### src/rtl/writeback_stage.sv
// MEM/WB pipeline register plus writeback mux with load extension and a retired-instruction counter.
// Register-file write port signals are driven combinationally from the registered fields.
module writeback_stage (
    input  logic        clk,
    input  logic        rst,
    input  logic        stall_i,
    input  logic        flush_i,
    input  logic        m_valid,
    input  logic        m_reg_write,
    input  logic [1:0]  m_result_src,
    input  logic [2:0]  m_funct3,
    input  logic [1:0]  m_addr_lsb,
    input  logic [31:0] m_alu_result,
    input  logic [31:0] m_read_data,
    input  logic [31:0] m_pc_plus4,
    input  logic [4:0]  m_rd,
    output logic        we3,
    output logic [4:0]  a3,
    output logic [31:0] wd3,
    output logic        wb_valid,
    output logic [31:0] retired_count
);

    typedef enum logic [1:0] {
        SRC_ALU  = 2'b00,
        SRC_LOAD = 2'b01,
        SRC_PC4  = 2'b10,
        SRC_RSVD = 2'b11
    } result_src_e;

    typedef enum logic [2:0] {
        F3_LB  = 3'b000,
        F3_LH  = 3'b001,
        F3_LW  = 3'b010,
        F3_LBU = 3'b100,
        F3_LHU = 3'b101
    } load_f3_e;

    typedef struct packed {
        logic        valid;
        logic        reg_write;
        result_src_e result_src;
        logic [2:0]  funct3;
        logic [1:0]  addr_lsb;
        logic [31:0] alu_result;
        logic [31:0] read_data;
        logic [31:0] pc_plus4;
        logic [4:0]  rd;
    } mem_wb_t;

    mem_wb_t     wb_d, wb_q;
    logic [31:0] retired_count_d, retired_count_q;
    logic [7:0]  load_byte;
    logic [15:0] load_half;
    logic [31:0] load_data;

    // NOTE: every always_comb output gets a default first so no path leaves it unassigned (no latch).
    always_comb begin
        wb_d = wb_q;
        if (flush_i) begin
            wb_d.valid     = 1'b0;
            wb_d.reg_write = 1'b0;
        end else if (!stall_i) begin
            wb_d.valid      = m_valid;
            wb_d.reg_write  = m_reg_write;
            wb_d.result_src = result_src_e'(m_result_src);
            wb_d.funct3     = m_funct3;
            wb_d.addr_lsb   = m_addr_lsb;
            wb_d.alu_result = m_alu_result;
            wb_d.read_data  = m_read_data;
            wb_d.pc_plus4   = m_pc_plus4;
            wb_d.rd         = m_rd;
        end
    end

    // The instruction sitting in WB retires whenever the stage is not stalled, flush or not.
    always_comb begin
        retired_count_d = retired_count_q;
        if (wb_q.valid && !stall_i) begin
            retired_count_d = retired_count_q + 32'd1;
        end
    end

    // NOTE: sequential state uses non-blocking assignments so all flops update from pre-edge values.
    always_ff @(posedge clk or posedge rst) begin
        if (rst) begin
            wb_q            <= '0;
            retired_count_q <= '0;
        end else begin
            wb_q            <= wb_d;
            retired_count_q <= retired_count_d;
        end
    end

    always_comb begin
        load_byte = 8'h00;
        case (wb_q.addr_lsb)
            2'd0:    load_byte = wb_q.read_data[7:0];
            2'd1:    load_byte = wb_q.read_data[15:8];
            2'd2:    load_byte = wb_q.read_data[23:16];
            default: load_byte = wb_q.read_data[31:24];
        endcase
        load_half = wb_q.addr_lsb[1] ? wb_q.read_data[31:16] : wb_q.read_data[15:0];

        // Undefined funct3 encodings fall through to the full-word path.
        case (wb_q.funct3)
            F3_LB:   load_data = {{24{load_byte[7]}}, load_byte};
            F3_LBU:  load_data = {24'h0, load_byte};
            F3_LH:   load_data = {{16{load_half[15]}}, load_half};
            F3_LHU:  load_data = {16'h0, load_half};
            default: load_data = wb_q.read_data;
        endcase
    end

    always_comb begin
        case (wb_q.result_src)
            SRC_ALU:  wd3 = wb_q.alu_result;
            SRC_LOAD: wd3 = load_data;
            SRC_PC4:  wd3 = wb_q.pc_plus4;
            default:  wd3 = 32'h0;
        endcase
    end

    assign we3           = wb_q.valid && wb_q.reg_write && (wb_q.rd != 5'd0);
    assign a3            = wb_q.rd;
    assign wb_valid      = wb_q.valid;
    assign retired_count = retired_count_q;

endmodule

### config.mk
export PLATFORM = sky130hd
export DESIGN_NAME = writeback_stage
export DESIGN_NICKNAME = d
export VERILOG_FILES = /design/src/rtl/writeback_stage.sv
export SDC_FILE = /design/constraint.sdc
export NUM_CORES = 1
export LEC_CHECK = 0
export ABC_AREA = 1
export BUFFER_PORTS_ARGS = -buffer_cell sky130_fd_sc_hd__clkbuf_2
export CAP_MARGIN = 40
export CELL_PAD_IN_SITES_DETAIL_PLACEMENT = 0
export CELL_PAD_IN_SITES_GLOBAL_PLACEMENT = 1
export CORE_MARGIN = 5
export CORE_UTILIZATION = 38
export CTS_CLUSTER_DIAMETER = 100
export DETAILED_ROUTE_END_ITERATION = 10
export GPL_TIMING_DRIVEN = 0
export PLACE_DENSITY_LB_ADDON = 0.1
export SETUP_SLACK_MARGIN = 0.05
export SLEW_MARGIN = 25
export SYNTH_ARGS = -nofsm -noshare
export SYNTH_HDL_FRONTEND = slang
export SYNTH_SLANG_ARGS = --single-unit
### constraint.sdc
create_clock -name clk -period 5.27 [get_ports clk]
set_input_delay 0.2635 -clock clk [delete_from_list [all_inputs] [get_ports clk]]
set_output_delay 0.2635 -clock clk [all_outputs]
set_load 0.02 [all_outputs]
==> results of run 1 <==
## state kept, by name, indices dropped and copies added (netlist names)
register,count
wb_q,104
a3,5
retired_count,32
wb_valid,1
## critical path, cell delays in order (launching register included)
cell and delay, ps:
dfrtp_1 380, inv_1 90, nor2_1 80, inv_1 120, clkbuf_1 420, a21oi_1 80
o211ai_1 220, nand3_1 180, clkbuf_2 200
## kinds of logic (layout without fill, tap and decap cells)
| kind of cell | after synthesis | in the layout | synth area share (%) |
|---|---|---|---|
| flip-flops | 142 | 142 | 49.85 |
| adder cells (fa/ha/maj) | 1 | 1 | 0.1755 |
| XOR/XNOR | 19 | 19 | 2.335 |
| buffers and inverters | 154 | 372 | 9.110 |
| AO/OA/AOI/OAI | 129 | 129 | 9.637 |
| AND/OR/NAND/NOR | 493 | 493 | 28.89 |
| other | 0 | 1 | 0 |
## final timing paths
| kind | from | to | slack, ps | cells past startpoint |
|---|---|---|---|---|
| min in group asynchronous | rst | wb_q[17] | 460 | 3 |
| min | m_pc_plus4[23] | wb_q[28] | 30 | 3 |
| max | wb_q[106] | wd3[0] | 2820 | 8 |
| max in group asynchronous | rst | wb_q[86] | 4090 | 4 |
| max reg2reg | retired_count[0] | retired_count[20] | 3650 | 8 |
| min reg2reg | wb_q[76] | wb_q[76] | 470 | 2 |
## layout make-up
type | instances | share of cell area (%)
Antenna cell | 1 | 0.02767
Buffer | 44 | 2.532
Clock buffer | 18 | 4.857
Clock inverter | 14 | 2.366
Inverter | 110 | 4.732
Multi-Input combinational cell | 642 | 32.35
Sequential cell | 142 | 39.30
Tap cell | 234 | 3.238
Timing Repair Buffer | 186 | 10.60
## cells in the mapped netlist
| master | number |
|---|---|
| inv_6 | 1 |
| a21o_1 | 1 |
| a21oi_1 | 33 |
| inv_4 | 1 |
| buf_6 | 3 |
| nand3_1 | 53 |
| nor2_1 | 35 |
| dfrtp_1 | 142 |
| buf_4 | 6 |
| nand2_1 | 375 |
| o22ai_1 | 11 |
| a31o_2 | 3 |
| xnor2_1 | 14 |
| nand2_2 | 2 |
| nor2_4 | 4 |
| nand4_1 | 6 |
| nand3b_1 | 1 |
| o211ai_1 | 3 |
| o21ai_0 | 76 |
| or2_2 | 1 |
| nand3_2 | 1 |
| xor2_1 | 5 |
| nor3_2 | 1 |
| nor3_1 | 2 |
| o21bai_1 | 1 |
| nor2_2 | 6 |
| inv_1 | 106 |
| nand3_4 | 1 |
| nor3_4 | 2 |
| clkbuf_1 | 20 |
| buf_2 | 15 |
| ha_1 | 1 |
| o311ai_0 | 1 |
| and2_1 | 1 |
| nand2_4 | 2 |
| inv_2 | 2 |
## power by group through the flow
stage	registers, mW	clock network, mW	logic [mW]
floorplan	1.30	0	0.429
global placement	1.30	0	0.694
detailed placement	1.30	0	0.702
CTS	1.28	1.37	0.706
global route	1.30	1.41	0.780
finish	1.28	1.34	0.695
## placed cells by master (no fill, tap or decap), drive strengths merged
master,Yosys,routed
clkinv,0,4
bufinv,0,5
dfrtp,142,142
xnor2,14,14
o21bai,1,1
nor2,45,45
a21o,1,1
nor3,5,5
xor2,5,5
ha,1,1
nand3,55,55
a21oi,33,33
or2,1,1
o22ai,11,11
o311ai,1,1
nand3b,1,1
o21ai,76,76
buf,24,25
dlygate4sd3,0,1
nand4,6,6
clkbuf,20,222
nand2,379,379
inv,110,112
clkinvlp,0,3
and2,1,1
o211ai,3,3
a31o,3,3
diode,0,1
## per-stage QoR
| step | total power [mW] | worst slack, ps | TNS, ps | util, % |
|---|---|---|---|---|
| after floorplan | 1.729 | 1197 | 0 | - |
| after global placement | 1.993 | -731.9 | -102200 | 44.90 |
| after detailed placement | 2.001 | 3249 | 0 | 45.08 |
| after CTS | 3.355 | 2778 | 0 | 48.65 |
| after global routing | 3.487 | 2660 | 0 | 48.67 |
| final | 3.315 | 2816 | 0 | 48.67 |
## metal layers
layer  wire [µm]  global-route usage, %  part of all wire [%]
met3        1261                  4.781                   5.7
met2        9844                  32.82                    44
met5           0                      0                     0
met4         519                  6.897                   2.3
met1       10500                  29.39                    47
## what timing repair did
item | CTS | global route
endpoints found under the hold margin | 73 | 0
hold buffers | 1 | 0
buffers inserted | 0 | 0
resized for setup | 0 | 0
==> results.cfg, run 1 <==
[outcome]
status = finished clean

[timing]
clock.fmax_mhz = 407.5
slew_viol_final = 0
tightest_slew_ps = 549.6
relSlewSlack_pct = 63.36
hold_viol_final = 0
final_min_period_over_clock_period_pct = 46.57
finalClockSkew_ps = 14.42
finalSetupViolations = 0
rsz0062_at_grt = false
hold_ws_ps = 29.25
finalCriticalPeriod_ps = 2454

[critical_path]
worstSetupPathType = flip-flop to output port
path_max_fanout = 10
critical_path_required_ps = 5010
start_kind = flip-flop
crit_path_end_kind = output port
cp.arrival_ps = 2190

[yosys]
synth_fp_nets = 1053
synth_seq_area_share_pct = 49.85
yosys.area.top_type = dfrtp_1
synth_top_area_share_pct = 49.85
synthDistinctLibCells = 36
avgSynthCellArea_um2 = 7.599
synth_area_um2 = 7128
syn_inst = 938
synth_warnings = 0
ys_ff_latch = 142
synth_area_leaders = dfrtp_1 50%, nand2_1 20%, inv_1 5.6%

[place]
placedCellCount = 1357
io_buffers = 184
dp_hpwl_um = 16990
routabilityCongestion = 0.8521
place_area_um2 = 8377

[route]
first_pass_iters = 5
drt_iter0_markers = 343
drc = 0
drt-total-wl_um = 22120
vias = 6484
vias_per_cell = 4.661
ant_nets = 0
routedWlPerCell_um = 15.90

[layout]
area_delta_synth_final_pct = 26.86
drive_gt1_share_pct = 23.27
finalNonFillerCells = 1391
nFillCells = 1965
multiInputGateArea_um2 = 2925
final_nets = 1258
finalInstanceArea_um2 = 9042
regArea_um2 = 3553

[pwr]
comb_power_share_pct = 21.0
vdd_drop_max_mv = 0.2256
seq_power_share_pct = 38.6
p_sw_mw = 1.019
intPower_mw = 2.296
power_density_nw_per_um2 = 366.6
sw_frac_of_total_pct = 30.73
power.leakage_nw = 4.844
power_frac_clock_pct = 40.4

[clock_tree]
cts_tree = yes
h-tree-depth = 4
root_buffer = clkbuf_16
insertion_delay_ps = 430
clkSinkCount = 142
clockBufferDepth = 2
path_clk_slew_ps = 60
cts_buffers = 17

[floorplan]
rows = 50
ios = 185
dieWidth_um = 147.0
die_area_um2 = 21600
die_h_um = 147.0
core_um2 = 18580
start_util_pct = 38.36

[grt]
overflow = 0
grt_pass1_vias = 6691
antenna_found_initial = 1
grt_pass1_wl_um = 35710
grtUsageTotal_pct = 21.11
grt_max_degree = 75

[flow_run]
cap_violations = 0

[min_path]
hold_path.class = input port to flip-flop
Note: power is estimated with default switching activity, not from simulation.
==> inputs of run 2 (changes only) <==
==> constraint.sdc (replaced) <==
create_clock -name clk -period 2.5 [get_ports clk]
set_input_delay 0.125 -clock clk [delete_from_list [all_inputs] [get_ports clk]]
set_output_delay 0.125 -clock clk [all_outputs]
set_load 0.02 [all_outputs]
==> results.cfg, run 2 (synthesized netlist as in run 1, its figures left out) <==
[outcome]
status = finished clean

[timing]
slew_viol_final = 0
hold_ws_ps = 25.97
finalSetupViolations = 0
hold_viol_final = 0
tightest_slew_ps = 569.0
final_min_period_over_clock_period_pct = 94.04
rsz0062_at_grt = true
finalCriticalPeriod_ps = 2351
finalClockSkew_ps = 7.867
relSlewSlack_pct = 62.07
clock.fmax_mhz = 425.4

[place]
place_area_um2 = 8446
routabilityCongestion = 0.8169
io_buffers = 184
dp_hpwl_um = 17350

[clock_tree]
cts_tree = yes
h-tree-depth = 4
insertion_delay_ps = 420
path_clk_slew_ps = 60
cts_setup_buffers = 0
clkSinkCount = 142
clockBufferDepth = 2
cts_buffers = 17
root_buffer = clkbuf_16

[route]
drt-total-wl_um = 23250
routedWlPerCell_um = 15.46
first_pass_iters = 6
vias_per_cell = 4.663
vias = 7013
drt_iter0_markers = 379
drc = 0
ant_nets = 0

[critical_path]
cp.arrival_ps = 2230
path_max_fanout = 10
critPathMaxStageDelay_ps = 410
cp.buffers_inverters = 3
crit_slowest_cell = dfrtp_1
worstSetupPathType = flip-flop to output port
crit_path_end_kind = output port
r2r_setup_slack_ps = 900
critPathTopFamily = simple AND/OR/NAND/NOR gates
path_cells = inv_2 > buf_6 > nand2_1 > nor2_1 > a21oi_1 > o211ai_1 > nand3_1 > clkbuf_2
start_kind = flip-flop
critical_path_required_ps = 2380

[grt]
antenna_found_initial = 1
grt_pass1_vias = 7019
grtUsageTotal_pct = 21.92
grt_pass1_wl_um = 37430
overflow = 0
grt_max_degree = 29

[floorplan]
rows = 50
dieWidth_um = 147.0
ios = 185
core_um2 = 18580
die_h_um = 147.0
die_area_um2 = 21600
start_util_pct = 38.36

[layout]
finalInstanceArea_um2 = 10130
largest_reg_flops = 104
final_cell_mix = 375 x nand2_1, 185 x clkbuf_2, 142 x dfrtp_1
area_delta_synth_final_pct = 42.14
final_nets = 1371
top_register = wb_q
final_common_cell = nand2_1
drive_gt1_share_pct = 21.51

[pwr]
vdd_drop_max_mv = 0.4539
power_density_nw_per_um2 = 676.3
power.leakage_nw = 5.290
p_total_mw = 6.852

[min_path]
hold_path.class = input port to flip-flop

[flow_run]
cap_violations = 0
run 2: repair_timing:
action / CTS / global route
setup endpoints to repair: 0 / 3
endpoints found under the hold margin: 127 / 0
hold buffers: 110 / 0
gates resized for setup: 0 / 2
run 2: per-layer routing:
metal | track usage (%) | share of wire, % | vias to the layer above | wire [µm]
li1 | - | - | 3560 | -
met1 | 31.59 | 48 | 3234 | 11080
met2 | 33.92 | 45 | 186 | 10520
met3 | 3.547 | 4.9 | 33 | 1138
met4 | 7.036 | 2.2 | 0 | 507
met5 | 0 | 0 | - | 0
run 2: power by group:
part           switching, mW  total (mW)  internal (mW)
combinational           1.01        1.62          0.612
sequential             0.147        2.70           2.55
clock                   1.03        2.53           1.50
total                   2.19        6.85           4.66
run 2: worst reg2reg max path, cell delays in order, from the launching register on:
cell	delay (ps)
dfrtp_1	420
ha_1	220
nand3_1	130
nor2_4	140
nand3_2	180
nor3_4	250
inv_1	70
nand2_1	60
nand2_1	40
run 2: cell type report:
| cell class | count | area, µm² |
|---|---|---|
| diodes | 1 | 2.502 |
| plain buffers | 44 | 230.2 |
| clock buffers | 19 | 442.9 |
| clock inverters | 13 | 138.9 |
| fillers | 1864 | 8448 |
| inverters | 110 | 424.2 |
| multi-input cells | 642 | 2925 |
| flip-flops and latches | 142 | 3553 |
| well taps | 234 | 292.8 |
| repair buffers | 299 | 2122 |
run 2: per-stage QoR:
| step | instances | setup WS, ps | util [%] | setup TNS (ps) |
|---|---|---|---|---|
| after floorplan | 938 | 597.9 | - | 0 |
| after global placement | 1356 | -500.3 | 44.92 | -69000 |
| after detailed placement | 1361 | 623.0 | 45.45 | 0 |
| after CTS | 1503 | 163.9 | 54.51 | 0 |
| after global routing | 1504 | 35.92 | 54.53 | 0 |
| final | 1504 | 149.1 | 54.53 | 0 |
run 2: worst paths after layout:
kind	from	to	cells after the start
min	m_read_data[30]	wb_q[67]	3
max in group asynchronous	rst	wb_q[98]	6
min in group asynchronous	rst	wb_q[13]	3
max	wb_q[103]	wd3[1]	8
max reg2reg	retired_count[0]	retired_count[20]	8
min reg2reg	wb_q[29]	wb_q[29]	2
